File: src/rtl/voice_allocator.sv
// Polyphonic note-to-voice allocator for a bank of DDS voices.
// Scans one voice per cycle, then commits a retrigger, free allocation or steal.
module voice_allocator #(
    parameter int NUM_VOICES = 4,
    parameter int NOTE_W     = 7,
    localparam int IW = (NUM_VOICES > 1) ? $clog2(NUM_VOICES) : 1,
    localparam int CW = $clog2(NUM_VOICES + 1),
    localparam int VW = NUM_VOICES * NOTE_W
) (
    input  logic                  clk,
    input  logic                  rst,
    input  logic                  ev_valid,
    output logic                  ev_ready,
    input  logic                  ev_on,
    input  logic [NOTE_W-1:0]     ev_note,
    output logic [VW-1:0]         voice_note,
    output logic [NUM_VOICES-1:0] voice_gate,
    output logic [NUM_VOICES-1:0] voice_trig,
    output logic                  steal,
    output logic [CW-1:0]         active_count
);

    typedef enum logic [1:0] {
        IDLE   = 2'd0,
        SCAN   = 2'd1,
        COMMIT = 2'd2
    } state_t;

    localparam logic [IW-1:0] LAST = IW'(NUM_VOICES - 1);

    state_t                  state_q;
    logic                    ready_q;
    logic [VW-1:0]           notes_q;
    logic [NUM_VOICES-1:0]   gate_q;
    logic [NUM_VOICES-1:0]   trig_q;
    logic                    steal_q;
    logic [CW-1:0]           count_q;
    logic [IW-1:0]           ptr_q;
    logic [IW-1:0]           idx_q;
    logic                    on_q;
    logic [NOTE_W-1:0]       note_q;
    logic                    free_f_q;
    logic [IW-1:0]           free_i_q;
    logic                    match_f_q;
    logic [IW-1:0]           match_i_q;

    logic                    cur_gate;
    logic [NOTE_W-1:0]       cur_note;
    logic [NUM_VOICES-1:0]   gate_d;
    logic [VW-1:0]           notes_d;
    logic [NUM_VOICES-1:0]   trig_d;
    logic                    steal_d;
    logic [IW-1:0]           ptr_d;

    function automatic logic [CW-1:0] popcnt(
        input logic [NUM_VOICES-1:0] v
    );
        logic [CW-1:0] c;
        c = '0;
        for (int i = 0; i < NUM_VOICES; i++) begin
            c = c + CW'(v[i]);
        end
        return c;
    endfunction

    always_comb begin
        cur_gate = gate_q[idx_q];
        cur_note = notes_q[idx_q*NOTE_W +: NOTE_W];
    end

    // Commit decision: match beats free, free beats steal.
    always_comb begin
        gate_d  = gate_q;
        notes_d = notes_q;
        trig_d  = '0;
        steal_d = 1'b0;
        ptr_d   = ptr_q;
        if (on_q) begin
            if (match_f_q) begin
                trig_d[match_i_q] = 1'b1;
            end else if (free_f_q) begin
                gate_d[free_i_q] = 1'b1;
                notes_d[free_i_q*NOTE_W +: NOTE_W] = note_q;
                trig_d[free_i_q] = 1'b1;
            end else begin
                notes_d[ptr_q*NOTE_W +: NOTE_W] = note_q;
                trig_d[ptr_q] = 1'b1;
                steal_d = 1'b1;
                ptr_d = (ptr_q == LAST) ? '0 : ptr_q + 1'b1;
            end
        end else if (match_f_q) begin
            gate_d[match_i_q] = 1'b0;
        end
    end

    always_ff @(posedge clk or negedge rst) begin
        if (!rst) begin
            state_q   <= IDLE;
            ready_q   <= 1'b1;
            notes_q   <= '0;
            gate_q    <= '0;
            trig_q    <= '0;
            steal_q   <= 1'b0;
            count_q   <= '0;
            ptr_q     <= '0;
            idx_q     <= '0;
            on_q      <= 1'b0;
            note_q    <= '0;
            free_f_q  <= 1'b0;
            free_i_q  <= '0;
            match_f_q <= 1'b0;
            match_i_q <= '0;
        end else begin
            trig_q  <= '0;
            steal_q <= 1'b0;
            unique case (state_q)
                IDLE: begin
                    if (ev_valid && ready_q) begin
                        on_q      <= ev_on;
                        note_q    <= ev_note;
                        free_f_q  <= 1'b0;
                        free_i_q  <= '0;
                        match_f_q <= 1'b0;
                        match_i_q <= '0;
                        idx_q     <= '0;
                        ready_q   <= 1'b0;
                        state_q   <= SCAN;
                    end
                end
                SCAN: begin
                    if (!cur_gate && !free_f_q) begin
                        free_f_q <= 1'b1;
                        free_i_q <= idx_q;
                    end
                    if (cur_gate && (cur_note == note_q)
                        && !match_f_q) begin
                        match_f_q <= 1'b1;
                        match_i_q <= idx_q;
                    end
                    if (idx_q == LAST) begin
                        state_q <= COMMIT;
                    end else begin
                        idx_q <= idx_q + 1'b1;
                    end
                end
                COMMIT: begin
                    gate_q  <= gate_d;
                    notes_q <= notes_d;
                    trig_q  <= trig_d;
                    steal_q <= steal_d;
                    ptr_q   <= ptr_d;
                    count_q <= popcnt(gate_d);
                    ready_q <= 1'b1;
                    state_q <= IDLE;
                end
                default: begin
                    ready_q <= 1'b1;
                    state_q <= IDLE;
                end
            endcase
        end
    end

    assign ev_ready     = ready_q;
    assign voice_note   = notes_q;
    assign voice_gate   = gate_q;
    assign voice_trig   = trig_q;
    assign steal        = steal_q;
    assign active_count = count_q;

endmodule
File: config.mk
export PLATFORM = sky130hd
export DESIGN_NAME = voice_allocator
export DESIGN_NICKNAME = d
export VERILOG_FILES = /design/src/rtl/voice_allocator.sv
export SDC_FILE = /design/constraint.sdc
export NUM_CORES = 1
export LEC_CHECK = 0
export ABC_AREA = 1
export CORE_MARGIN = 10
export CORE_UTILIZATION = 49
export CTS_CLUSTER_SIZE = 24
export DETAILED_ROUTE_END_ITERATION = 10
export PLACE_DENSITY_LB_ADDON = 0.05
export RECOVER_POWER = 50
export SLEW_MARGIN = 20
export SYNTH_ARGS = -nofsm -noshare
export SYNTH_HDL_FRONTEND = slang
export SYNTH_SLANG_ARGS = --single-unit
File: constraint.sdc
create_clock -name clk -period 2.2 [get_ports clk]
set_input_delay 0.44 -clock clk [delete_from_list [all_inputs] [get_ports clk]]
set_output_delay 0.44 -clock clk [all_outputs]
set_load 0.005 [all_outputs]
Word level (Yosys, flattened, before mapping)

Index checks and enable logic that the tools add are counted.

Output and inout bits: 41
Register bits after elaboration: 61
Input port bits: 11
Logic and storage cells: 113

Multipliers: 3
$lt $le $gt $ge: 7
Mux-type cells: 40
Reduce and logical (&&, ||, !) cells: 20
Equality and inequality tests: 10
Shift operators: 5
Add/sub/neg operators: 7
Bitwise logic cells: 6

Operator list:

| operator                | number |
|---|---|
| $neg 5->34              | 2 |
| $shift 7x34->28 const A | 2 |
| $shiftx 7x34->28        | 2 |
| $bwmux 28               | 2 |
| $mux 4                  | 8 |
| $mux 28                 | 1 |
| $shiftx 28x6->7         | 1 |
| $pmux 2 s2              | 4 |
| $mul 2x3->5 const B     | 3 |
| $mux 2                  | 7 |
| $lt 2x3->1 const B      | 4 |
| $reduce_and 3->1        | 4 |
| $mux 1                  | 11 |
| $ne 2x2->1 const B      | 5 |
| $eq 7x7->1              | 1 |
| $logic_and 1x1->1       | 7 |
| $demux 1 s2             | 3 |
| $eq 2x2->1 const B      | 3 |
| $ge 2x1->1 const B      | 3 |
| $pmux 1 s2              | 3 |
| $reduce_and 2->1        | 3 |
| $add 2x1->2 const B     | 2 |
| $and 4x4->4             | 1 |
| $not 4->4               | 1 |
| 11 further kinds        | 15 |

Logic depth before layout (Yosys ltp)

Gate-level depths: netlist of run 1.

Depth after elaboration: 11
Gate-level depth with buffers: 14
Gate-level depth less buffers: 13

Least setup slack after synthesis of run 1

Ideal clock, no wire load.

Path type: register -> register
From: register free_i_q[0]
To: register count_q[1] (netlist: active_count[1])
Library setup time: 0.116 ns
Setup slack: -0.141 ns
Period minus slack after synthesis: 2.341 ns
Arrival time: 2.225 ns
Data required time: 2.084 ns
Stages on the path, launching flop included: 11
Path buffers: 1
Cells stage by stage: dfrtp_1 clkbuf_1 inv_1 ha_1 nand2_1 o21ai_0 fa_1 ha_1 ha_1 nand2_1 nand2_1

Cells in the longest elaborated chain, start to end: 11
Elaborated cells on any way between the ends: 12
Those cells by class: add/sub: 3; order compare: 2; mux: 5; bitwise: 1; reduce/logical: 1

Ends and longest elaborated chain:

| item                                                           | RTL line | text |
|---|---|---|
| start: declaration                                             | 43       | `logic [IW-1:0] free_i_q;` |
| start signal: assignment                                       | 133      | `free_i_q <= idx_q;` |
| $lt 2x3->1 (not written as such) or $ge 2x1->1 (tied branches) | 82       | `gate_d[free_i_q] = 1'b1;` |
| $logic_and 1x1->1 (not written as such)                        | 82       |  |
| $mux 1 (not written as such)                                   | 82       |  |
| $demux 1 s2 (*)                                                | 82       |  |
| $or 4x4->4 (no line) (*)                                       | --       |  |
| $mux 4 (*)                                                     | 81       | `end else if (free_f_q) begin` |
| $mux 4 (*)                                                     | 79       | `if (match_f_q) begin` |
| $mux 4 (*)                                                     | 78       | `if (on_q) begin` |
| named net gate_d[0]                                            | 49       | `logic [NUM_VOICES-1:0] gate_d;` |
| $add 1x1->2 (*)                                                | 61       | `c = c + CW'(v[i]);` |
| $add 2x1->3 (*)                                                | 61       |  |
| $add 3x1->3 (*)                                                | 61       |  |
| end signal: assignment                                         | 152      | `count_q <= popcnt(gate_d);` |
| end: declaration                                               | 37       | `logic [CW-1:0] count_q;` |

The timed path passes the listed nets; every way through them passes the cells marked *.
A chain may end at the register's enable or synchronous reset.

Final worst setup path of run 1

Ends and elaborated chain as after synthesis.

==> results of run 1 <==
-- routing by layer --
layer	global-route usage	routed length, um	vias up
li1	-	-	1426
met1	0.254	4370	1398
met3	0.0355	586	14
met4	0.0727	178	0
met5	0	0	-
met2	0.255	3940	96
-- kinds of logic after synthesis --
| group | after synthesis | synth area share |
|---|---|---|
| flops | 61 | 0.453 |
| fa+ha+maj | 12 | 0.0467 |
| buf+inv | 43 | 0.0657 |
| compound gates | 71 | 0.120 |
| mux | 14 | 0.0623 |
| simple gates | 186 | 0.252 |
-- Yosys cell counts (all sizes together) --
| library cell | count | area, um^2 |
|---|---|---|
| clkbuf | 3 | 11.3 |
| nor2 | 23 | 164 |
| dfrtp | 60 | 1500 |
| ha | 11 | 138 |
| o211ai | 1 | 12.5 |
| nor3 | 2 | 10.0 |
| nand3 | 36 | 185 |
| o21a | 1 | 7.51 |
| o21ai | 46 | 238 |
| nor4 | 3 | 18.8 |
| o22ai | 17 | 106 |
| fa | 1 | 20.0 |
| buf | 7 | 71.3 |
| nand2 | 122 | 473 |
| dfstp | 1 | 26.3 |
| a21oi | 6 | 41.3 |
| inv | 33 | 139 |
| mux2 | 14 | 210 |
-- registers in the layout, summed over array words and instances (netlist names) --
name and flops:
voice_note 28, note_q 7, voice_gate 4, voice_trig 4
active_count 3, free_i_q 2, idx_q 2, match_i_q 2
ptr_q 2, state_q 2, ev_ready 1, free_f_q 1
match_f_q 1, on_q 1, steal 1
-- where the power goes --
part / internal, W / switching [W]
clock: 0.000696 / 0.000436
sequential: 0.00140 / 0.000325
combinational: 0.000803 / 0.00132
total: 0.00290 / 0.00208
-- stage by stage --
step / worst slack [ns] / total power (W) / util / hold WS [ns] / area, um^2
CTS: 0.0559 / 0.00498 / 0.624 / 0.0333 / 4220
floorplan: 0.00725 / 0.00312 / - / 0.144 / 3370
finish: 0.129 / 0.00498 / 0.623 / 0.217 / 4210
global route: 0.00789 / 0.00535 / 0.623 / 0.308 / 4210
global placement: 0.108 / 0.00379 / 0.591 / 0.389 / 3990
detailed placement: 0.0182 / 0.00383 / 0.591 / 0.391 / 3990
-- timing repair --
action,4_1_cts,5_1_grt
setup buffers,0,1
pin swaps,0,1
gates resized for setup,1,6
setup endpoints to repair,1,2
hold endpoints to repair,0,0
-- path summary, 6_finish.rpt --
kind | from | end
setup / recovery | free_i_q[0] | active_count[1]
max in group asynchronous | rst | voice_note[3]
min in group clk | active_count[2] | active_count[2]
setup reg to reg | free_i_q[0] | active_count[1]
hold reg to reg | active_count[2] | active_count[2]
hold / removal | rst | match_i_q[0]
-- final cells by class --
class                   instances  share of cell area
clock buffers                  12              0.0369
clock inverters                 4              0.0167
inverters                      33              0.0330
multi-input cells             283               0.387
flip-flops and latches         61               0.363
well taps                      80              0.0238
repair buffers                 64               0.139
-- worst register-to-register path, cell delays in order, from the launching register on --
cell and delay, ns:
dfrtp_2 0.44, inv_1 0.09, ha_1 0.17, nand2_1 0.08
o21ai_2 0.18, fa_1 0.42, ha_1 0.21, ha_1 0.27
nand2_1 0.06, nand2_1 0.04
==> results.py, run 1 <==
metrics = {
    "setup_path": {
        "worstPathCellList": "inv_1 > ha_1 > nand2_1 > o21ai_2 > fa_1 > ha_1 > ha_1 > nand2_1 > nand2_1",
        "rr_worst_depth": 9,
        "path_depth": 9,
        "cp-start-kind": "flip-flop",
        "slowest_delay_ns": 0.44,
        "cpMaxStageDelayCell": "dfrtp_2",
        "crit_family": "adder cells",
        "cp_num_buf_inv": 1,
        "r2r_setup_slack_ns": 0.13,
        "crit_required_ns": 2.43,
        "crit_path_end_kind": "flip-flop",
        "worstSetupPathType": "flip-flop to flip-flop",
        "worstPathMaxFanout": 5,
        "arrival_ns": 2.30,
    },
    "synthesis": {
        "postSynthAreaPerCell_um2": 8.72,
        "seq_area_frac_synth": 0.453,
        "syn_inst": 387,
        "yosys_warnings": 0,
        "ys_seq_elements": 61,
        "syn_nets": 410,
        "synth_area_um2": 3370,
        "ys_types": 33,
    },
    "cells_and_area": {
        "syn_to_final_growth_pct": 24.7,
        "final_common_cell": "nand2_1",
        "multi_input_area_um2": 1630,
        "drive_gt1_frac": 0.147,
        "fillCellCount": 597,
        "final_cell_mix": "118 x nand2_1, 59 x dfrtp_1, 49 x clkdlybuf4s50_1",
        "num-nets-final": 475,
        "final_cells": 537,
        "regArea_um2": 1530,
        "num_antenna_cells": 0,
    },
    "timing": {
        "hold_viol": 0,
        "slew_headroom": 0.304,
        "finalSetupTns_ns": 0,
        "tightestPinTransition_ns": 1.04,
        "maxSlewViolCount": 0,
        "fin_worst_skew_ns": 0.00733,
        "rsz0062_at_grt": "no",
        "fmax_mhz": 483,
        "setup_violations": 0,
        "fin_crit_ns": 2.07,
        "finalCritPeriodShare": 0.941,
    },
    "pwr": {
        "p_leak_nw": 1.96,
        "ir_worst_vdd_v": 0.000682,
        "power_density_nw_per_um2": 1180,
    },
    "clocking": {
        "cts_made_buffers": 9,
        "cts_tree": "built",
        "root_buffer": "clkbuf_8",
        "htreeDepth": 3,
        "clk_pin_slew_worst_paths_ns": 0.07,
        "clk_latency_ns": 0.34,
        "cts_sinks": 61,
        "postCtsHoldBufs": 0,
        "cts_buffer_depth": 2,
    },
    "route": {
        "ant_nets": 0,
        "drtIter0Drc": 219,
        "routed-via-count": 2934,
        "drt_first_pass_iters": 4,
        "vias_per_cell": 5.46,
        "drc": 0,
        "post_drt_wl_per_cell_um": 16.9,
        "drt_wl_total_um": 9080,
    },
    "die": {
        "die_y_um": 103,
        "start_util": 0.499,
        "die_area_um2": 10600,
        "coreArea_um2": 6760,
        "rows": 30,
        "num_io_pins": 52,
        "die_width_um": 103,
    },
    "placed_design": {
        "gp_congestion": 0.909,
        "dp.final_hpwl_um": 6720,
        "dp.cells": 520,
        "io_buffers": 51,
    },
    "grt": {
        "grt_max_degree": 27,
        "grt_pass1_vias": 2793,
        "grt_use_total": 0.178,
        "grt_overflow": 0,
        "grt_first_pass_wirelength_um": 14600,
        "antenna_found_initial": 0,
    },
    "run_status": {
        "status": "completed",
    },
    "hold_path": {
        "min-delay-path-class": "input pin to asynchronous set/reset pin",
    },
    "flow_run": {
        "cap_viol_max_count": 0,
    },
}
Note: power is estimated with default switching activity, not from simulation.
==> inputs of run 2 (changes only) <==
CORE_UTILIZATION = 55   (was 49)
clock period = 2.4 ns   (was 2.2 ns; I/O delays follow)
==> results.py, run 2 (synthesized netlist as in run 1, its figures left out) <==
metrics = {
    "setup_path": {
        "r2r_setup_slack_ns": 0.19,
        "crit_required_ns": 2.63,
        "cp-start-kind": "flip-flop",
        "worstPathMaxFanout": 6,
        "timing.rr.start": "free_i_q[0]",
        "crit_path_start": "free_i_q[0]",
        "setup.worst_path.end": "active_count[1]",
        "crit_path_end_kind": "flip-flop",
        "r2r_end": "active_count[1]",
        "arrival_ns": 2.44,
        "rr_worst_depth": 9,
        "worstSetupPathType": "flip-flop to flip-flop",
    },
    "grt": {
        "grt_pass1_vias": 2799,
        "grt_overflow": 0,
        "grt_first_pass_wirelength_um": 14400,
        "antenna_found_initial": 0,
        "grt_max_degree": 39,
        "grt_use_total": 0.183,
    },
    "clocking": {
        "postCtsHoldBufs": 0,
        "cts_buffer_depth": 2,
        "cts_made_buffers": 9,
        "clk_latency_ns": 0.34,
        "clk_pin_slew_worst_paths_ns": 0.06,
        "cts_sinks": 61,
        "root_buffer": "clkbuf_8",
        "cts_tree": "built",
        "htreeDepth": 3,
    },
    "pwr": {
        "power_w": 0.00457,
        "clockPowerShare": 0.241,
        "pwr-share-seq": 0.365,
        "p_comb_frac": 0.394,
        "switchingPower_w": 0.00188,
        "swShare": 0.410,
        "p_leak_nw": 1.94,
        "ir_worst_vdd_v": 0.000757,
        "p_int_w": 0.00270,
        "power_density_nw_per_um2": 1090,
    },
    "timing": {
        "setup_violations": 0,
        "layout_setup_ws_ns": 0.195,
        "finalCritPeriodShare": 0.919,
        "fin_crit_ns": 2.21,
        "tightestPinTransition_ns": 1.25,
        "hold_viol": 0,
        "slew_headroom": 0.170,
        "fin_worst_skew_ns": 0.00808,
        "maxSlewViolCount": 0,
        "fmax_mhz": 453,
    },
    "placed_design": {
        "preCtsSetupSlack_ns": 0.0592,
        "gp_congestion": 0.908,
        "dp.final_hpwl_um": 6600,
        "io_buffers": 51,
    },
    "die": {
        "rows": 28,
        "num_io_pins": 52,
        "coreArea_um2": 5920,
        "die_area_um2": 9670,
        "die_y_um": 98.3,
        "start_util": 0.570,
        "die_width_um": 98.3,
    },
    "cells_and_area": {
        "final_common_cell": "nand2_1",
        "fillCellCount": 503,
        "num-nets-final": 469,
        "drive_gt1_frac": 0.135,
        "syn_to_final_growth_pct": 23.8,
        "largest_reg_flops": 28,
        "num_antenna_cells": 0,
        "final_cell_mix": "118 x nand2_1, 60 x dfrtp_1, 49 x clkdlybuf4s50_1",
    },
    "route": {
        "routed-via-count": 2995,
        "vias_per_cell": 5.69,
        "ant_nets": 0,
        "drt_wl_total_um": 8840,
        "post_drt_wl_per_cell_um": 16.8,
        "drt_first_pass_iters": 5,
        "drc": 0,
        "drtIter0Drc": 245,
    },
    "run_status": {
        "status": "completed",
    },
    "flow_run": {
        "cap_viol_max_count": 0,
    },
    "hold_path": {
        "min-delay-path-class": "input pin to asynchronous set/reset pin",
    },
}
run 2: cell count changes in the layout (fill, tap and decap cells not counted), moves of 2 or more:
cell / previous run / this run
buf_4: 8 / 5
clkbuf_1: 6 / 4
o21ai_0: 30 / 32
o21ai_2: 5 / 3
run 2: area by class of cell:
class                   count  area, um^2  share of cell area
multi-input cells         283        1630               0.389
flip-flops and latches     61        1530               0.366
repair buffers             58         551               0.132
clock buffers              12         145              0.0348
inverters                  33         139              0.0333
clock inverters             4        95.1              0.0228
well taps                  75        93.8              0.0225
run 2: worst min path at each step:
stage | end | slack, ns | depth (start not counted)
4_1_cts | voice_note[27] | 0.14 | 1
2_1_floorplan | active_count[0] | 0.18 | 0
3_3_place_gp | active_count[2] | 0.46 | 2
3_5_place_dp | active_count[2] | 0.46 | 2
5_1_grt | active_count[0] | 0.49 | 2
6_report | active_count[2] | 0.39 | 1
run 2: stage by stage:
step,std cells,hold WS (ns),util,TNS [ns],cell area [um^2]
2_1_floorplan,387,0.184,-,0,3370
3_3_place_gp,509,0.457,0.668,0,3950
3_5_place_dp,509,0.465,0.668,0,3950
4_1_cts,525,0.137,0.708,0,4190
5_1_grt,526,0.492,0.705,-0.00729,4180
6_report,526,0.386,0.705,0,4180
run 2: what timing repair did:
| action | in CTS | in global routing |
|---|---|---|
| setup buffers | 0 | 1 |
| resized for setup | 1 | 2 |
| cloned | 0 | 0 |
| setup endpoints to repair | 1 | 1 |
| pin swaps | 0 | 1 |
run 2: layer usage:
metal | part of all wire | track usage
met1 | 0.43 | 0.246
met2 | 0.45 | 0.266
met3 | 0.088 | 0.0458
met4 | 0.026 | 0.0882
met5 | 0 | 0
run 2: critical path, stage by stage (launching register included):
cell and delay (ns):
dfrtp_1 0.44, inv_1 0.11, ha_1 0.22, nand2_1 0.12, o21ai_2 0.09, fa_1 0.50, ha_1 0.22, ha_1 0.28
nand2_1 0.07, nand2_1 0.05
run 2: power by group through the flow:
stage | Clock (W) | Sequential [W] | Combinational, W
finish | 0.00110 | 0.00167 | 0.00180
detailed placement | 0 | 0.00167 | 0.00177
CTS | 0.00112 | 0.00166 | 0.00179
floorplan | 0 | 0.00150 | 0.00136
global placement | 0 | 0.00166 | 0.00172
global route | 0.00118 | 0.00171 | 0.00204
==> inputs of run 3 (changes only) <==
ABC_CLOCK_PERIOD_IN_PS = 2400   (was not set)
RECOVER_POWER = 25   (was 50)
==> results.py, run 3 (synthesized netlist as in run 1, its figures left out) <==
metrics = {
    "clocking": {
        "clk_pin_slew_worst_paths_ns": 0.07,
        "root_buffer": "clkbuf_8",
        "cts_buffer_depth": 2,
        "postCtsHoldBufs": 0,
        "clk_latency_ns": 0.34,
        "htreeDepth": 3,
        "cts_sinks": 61,
        "cts_tree": "built",
        "cts_made_buffers": 9,
    },
    "timing": {
        "slew_headroom": 0.168,
        "finalSetupTns_ns": 0,
        "fin_worst_skew_ns": 0.00867,
        "finalCritPeriodShare": 0.922,
        "hold_viol": 0,
        "setup_violations": 0,
        "fin_crit_ns": 2.21,
        "tightestPinTransition_ns": 1.25,
        "layout_setup_ws_ns": 0.188,
        "maxSlewViolCount": 0,
        "fmax_mhz": 452,
        "whs_ns": 0.387,
    },
    "pwr": {
        "p_comb_frac": 0.394,
        "ir_worst_vdd_v": 0.000761,
        "power_density_nw_per_um2": 1090,
        "clockPowerShare": 0.241,
        "swShare": 0.410,
        "pwr-share-seq": 0.365,
        "p_leak_nw": 1.95,
        "switchingPower_w": 0.00188,
        "p_int_w": 0.00270,
    },
    "placed_design": {
        "io_buffers": 51,
        "dp.final_hpwl_um": 6600,
        "preCtsSetupSlack_ns": 0.0592,
        "gp_congestion": 0.908,
        "dpl_cell_area_um2": 3950,
    },
    "route": {
        "ant_nets": 0,
        "drt_first_pass_iters": 5,
        "routed-via-count": 2964,
        "drt_wl_total_um": 8790,
        "vias_per_cell": 5.63,
        "drc": 0,
        "drtIter0Drc": 287,
        "post_drt_wl_per_cell_um": 16.7,
    },
    "grt": {
        "antenna_found_initial": 0,
        "grt_max_degree": 39,
        "grt_use_total": 0.183,
        "grt_first_pass_wirelength_um": 14400,
        "grt_pass1_vias": 2799,
        "grt_overflow": 0,
    },
    "cells_and_area": {
        "drive_gt1_frac": 0.142,
        "num_antenna_cells": 0,
        "stdcell_area_um2": 4190,
        "final_cell_mix": "118 x nand2_1, 60 x dfrtp_1, 50 x clkdlybuf4s50_1",
        "fillCellCount": 499,
        "num-nets-final": 469,
        "syn_to_final_growth_pct": 24.1,
        "largest_reg_flops": 28,
        "final_common_cell": "nand2_1",
        "post-route-util": 0.707,
    },
    "die": {
        "die_width_um": 98.3,
        "start_util": 0.570,
        "die_y_um": 98.3,
        "num_io_pins": 52,
        "coreArea_um2": 5920,
        "die_area_um2": 9670,
        "rows": 28,
    },
    "setup_path": {
        "crit_required_ns": 2.63,
        "crit_path_end_kind": "flip-flop",
        "worstPathMaxFanout": 6,
        "cp-start-kind": "flip-flop",
        "arrival_ns": 2.44,
        "worstSetupPathType": "flip-flop to flip-flop",
    },
    "flow_run": {
        "cap_viol_max_count": 0,
    },
    "hold_path": {
        "min-delay-path-class": "input pin to asynchronous set/reset pin",
    },
    "run_status": {
        "status": "completed",
    },
}
## run 3: cell types whose count changed in the layout (fill, tap and decap cells not counted)
cell	previous run	this run
nor3_1	2	1
nor2_1	15	14
clkbuf_1	4	3
clkdlybuf4s50_1	49	50
buf_4	5	6
nor2_2	4	5
dlygate4sd3_1	1	0
nor3_2	0	1
## run 3: power by group through the flow
stage	clock, W	sequential [W]	combinational, W
6_report	0.00110	0.00167	0.00180
5_1_grt	0.00118	0.00171	0.00204
4_1_cts	0.00112	0.00166	0.00179
3_5_place_dp	0	0.00167	0.00177
3_3_place_gp	0	0.00166	0.00172
2_1_floorplan	0	0.00150	0.00136
## run 3: final cells by class
| type | instances | area (um^2) | area share |
|---|---|---|---|
| Inverter | 33 | 139 | 0.0332 |
| Timing Repair Buffer | 58 | 554 | 0.132 |
| Multi-Input combinational cell | 283 | 1630 | 0.390 |
| Clock inverter | 4 | 95.1 | 0.0227 |
| Sequential cell | 61 | 1530 | 0.365 |
| Clock buffer | 12 | 145 | 0.0347 |
| Tap cell | 75 | 93.8 | 0.0224 |
## run 3: final timing paths
| check | from | endpoint | slack (ns) | depth (start not counted) |
|---|---|---|---|---|
| worst max-delay path | free_i_q[0] | active_count[1] | 0.19 | 9 |
| worst min-delay path | rst | voice_note[27] | 0.39 | 1 |
| worst max register to register | free_i_q[0] | active_count[1] | 0.19 | 9 |
| worst min register to register | active_count[0] | active_count[0] | 0.48 | 2 |
| max in group asynchronous | rst | note_q[6] | 0.47 | 2 |
| min in group clk | active_count[0] | active_count[0] | 0.48 | 2 |
## run 3: stage by stage
| step | power [W] | instances |
|---|---|---|
| 3_3_place_gp | 0.00338 | 509 |
| 5_1_grt | 0.00493 | 526 |
| 3_5_place_dp | 0.00344 | 509 |
| 6_report | 0.00458 | 526 |
| 2_1_floorplan | 0.00286 | 387 |
| 4_1_cts | 0.00457 | 525 |
## run 3: worst max-delay path: stages (launching register included)
cell and delay (ns):
dfrtp_1 0.44, inv_1 0.11, ha_1 0.22, nand2_1 0.12, o21ai_2 0.09, fa_1 0.50, ha_1 0.22, ha_1 0.28
nand2_1 0.07, nand2_1 0.05
## run 3: timing repair
action,in CTS,in global routing
gates resized for setup,1,2
buffers inserted,0,1
endpoints found under the setup margin,1,1
pin swaps,0,1
## run 3: metal layers
| layer | track usage | up-vias | share of wire |
|---|---|---|---|
| met2 | 0.266 | 121 | 0.46 |
| li1 | - | 1405 | - |
| met1 | 0.246 | 1417 | 0.45 |
| met5 | 0 | - | 0 |
| met4 | 0.0882 | 0 | 0.023 |
| met3 | 0.0458 | 21 | 0.072 |
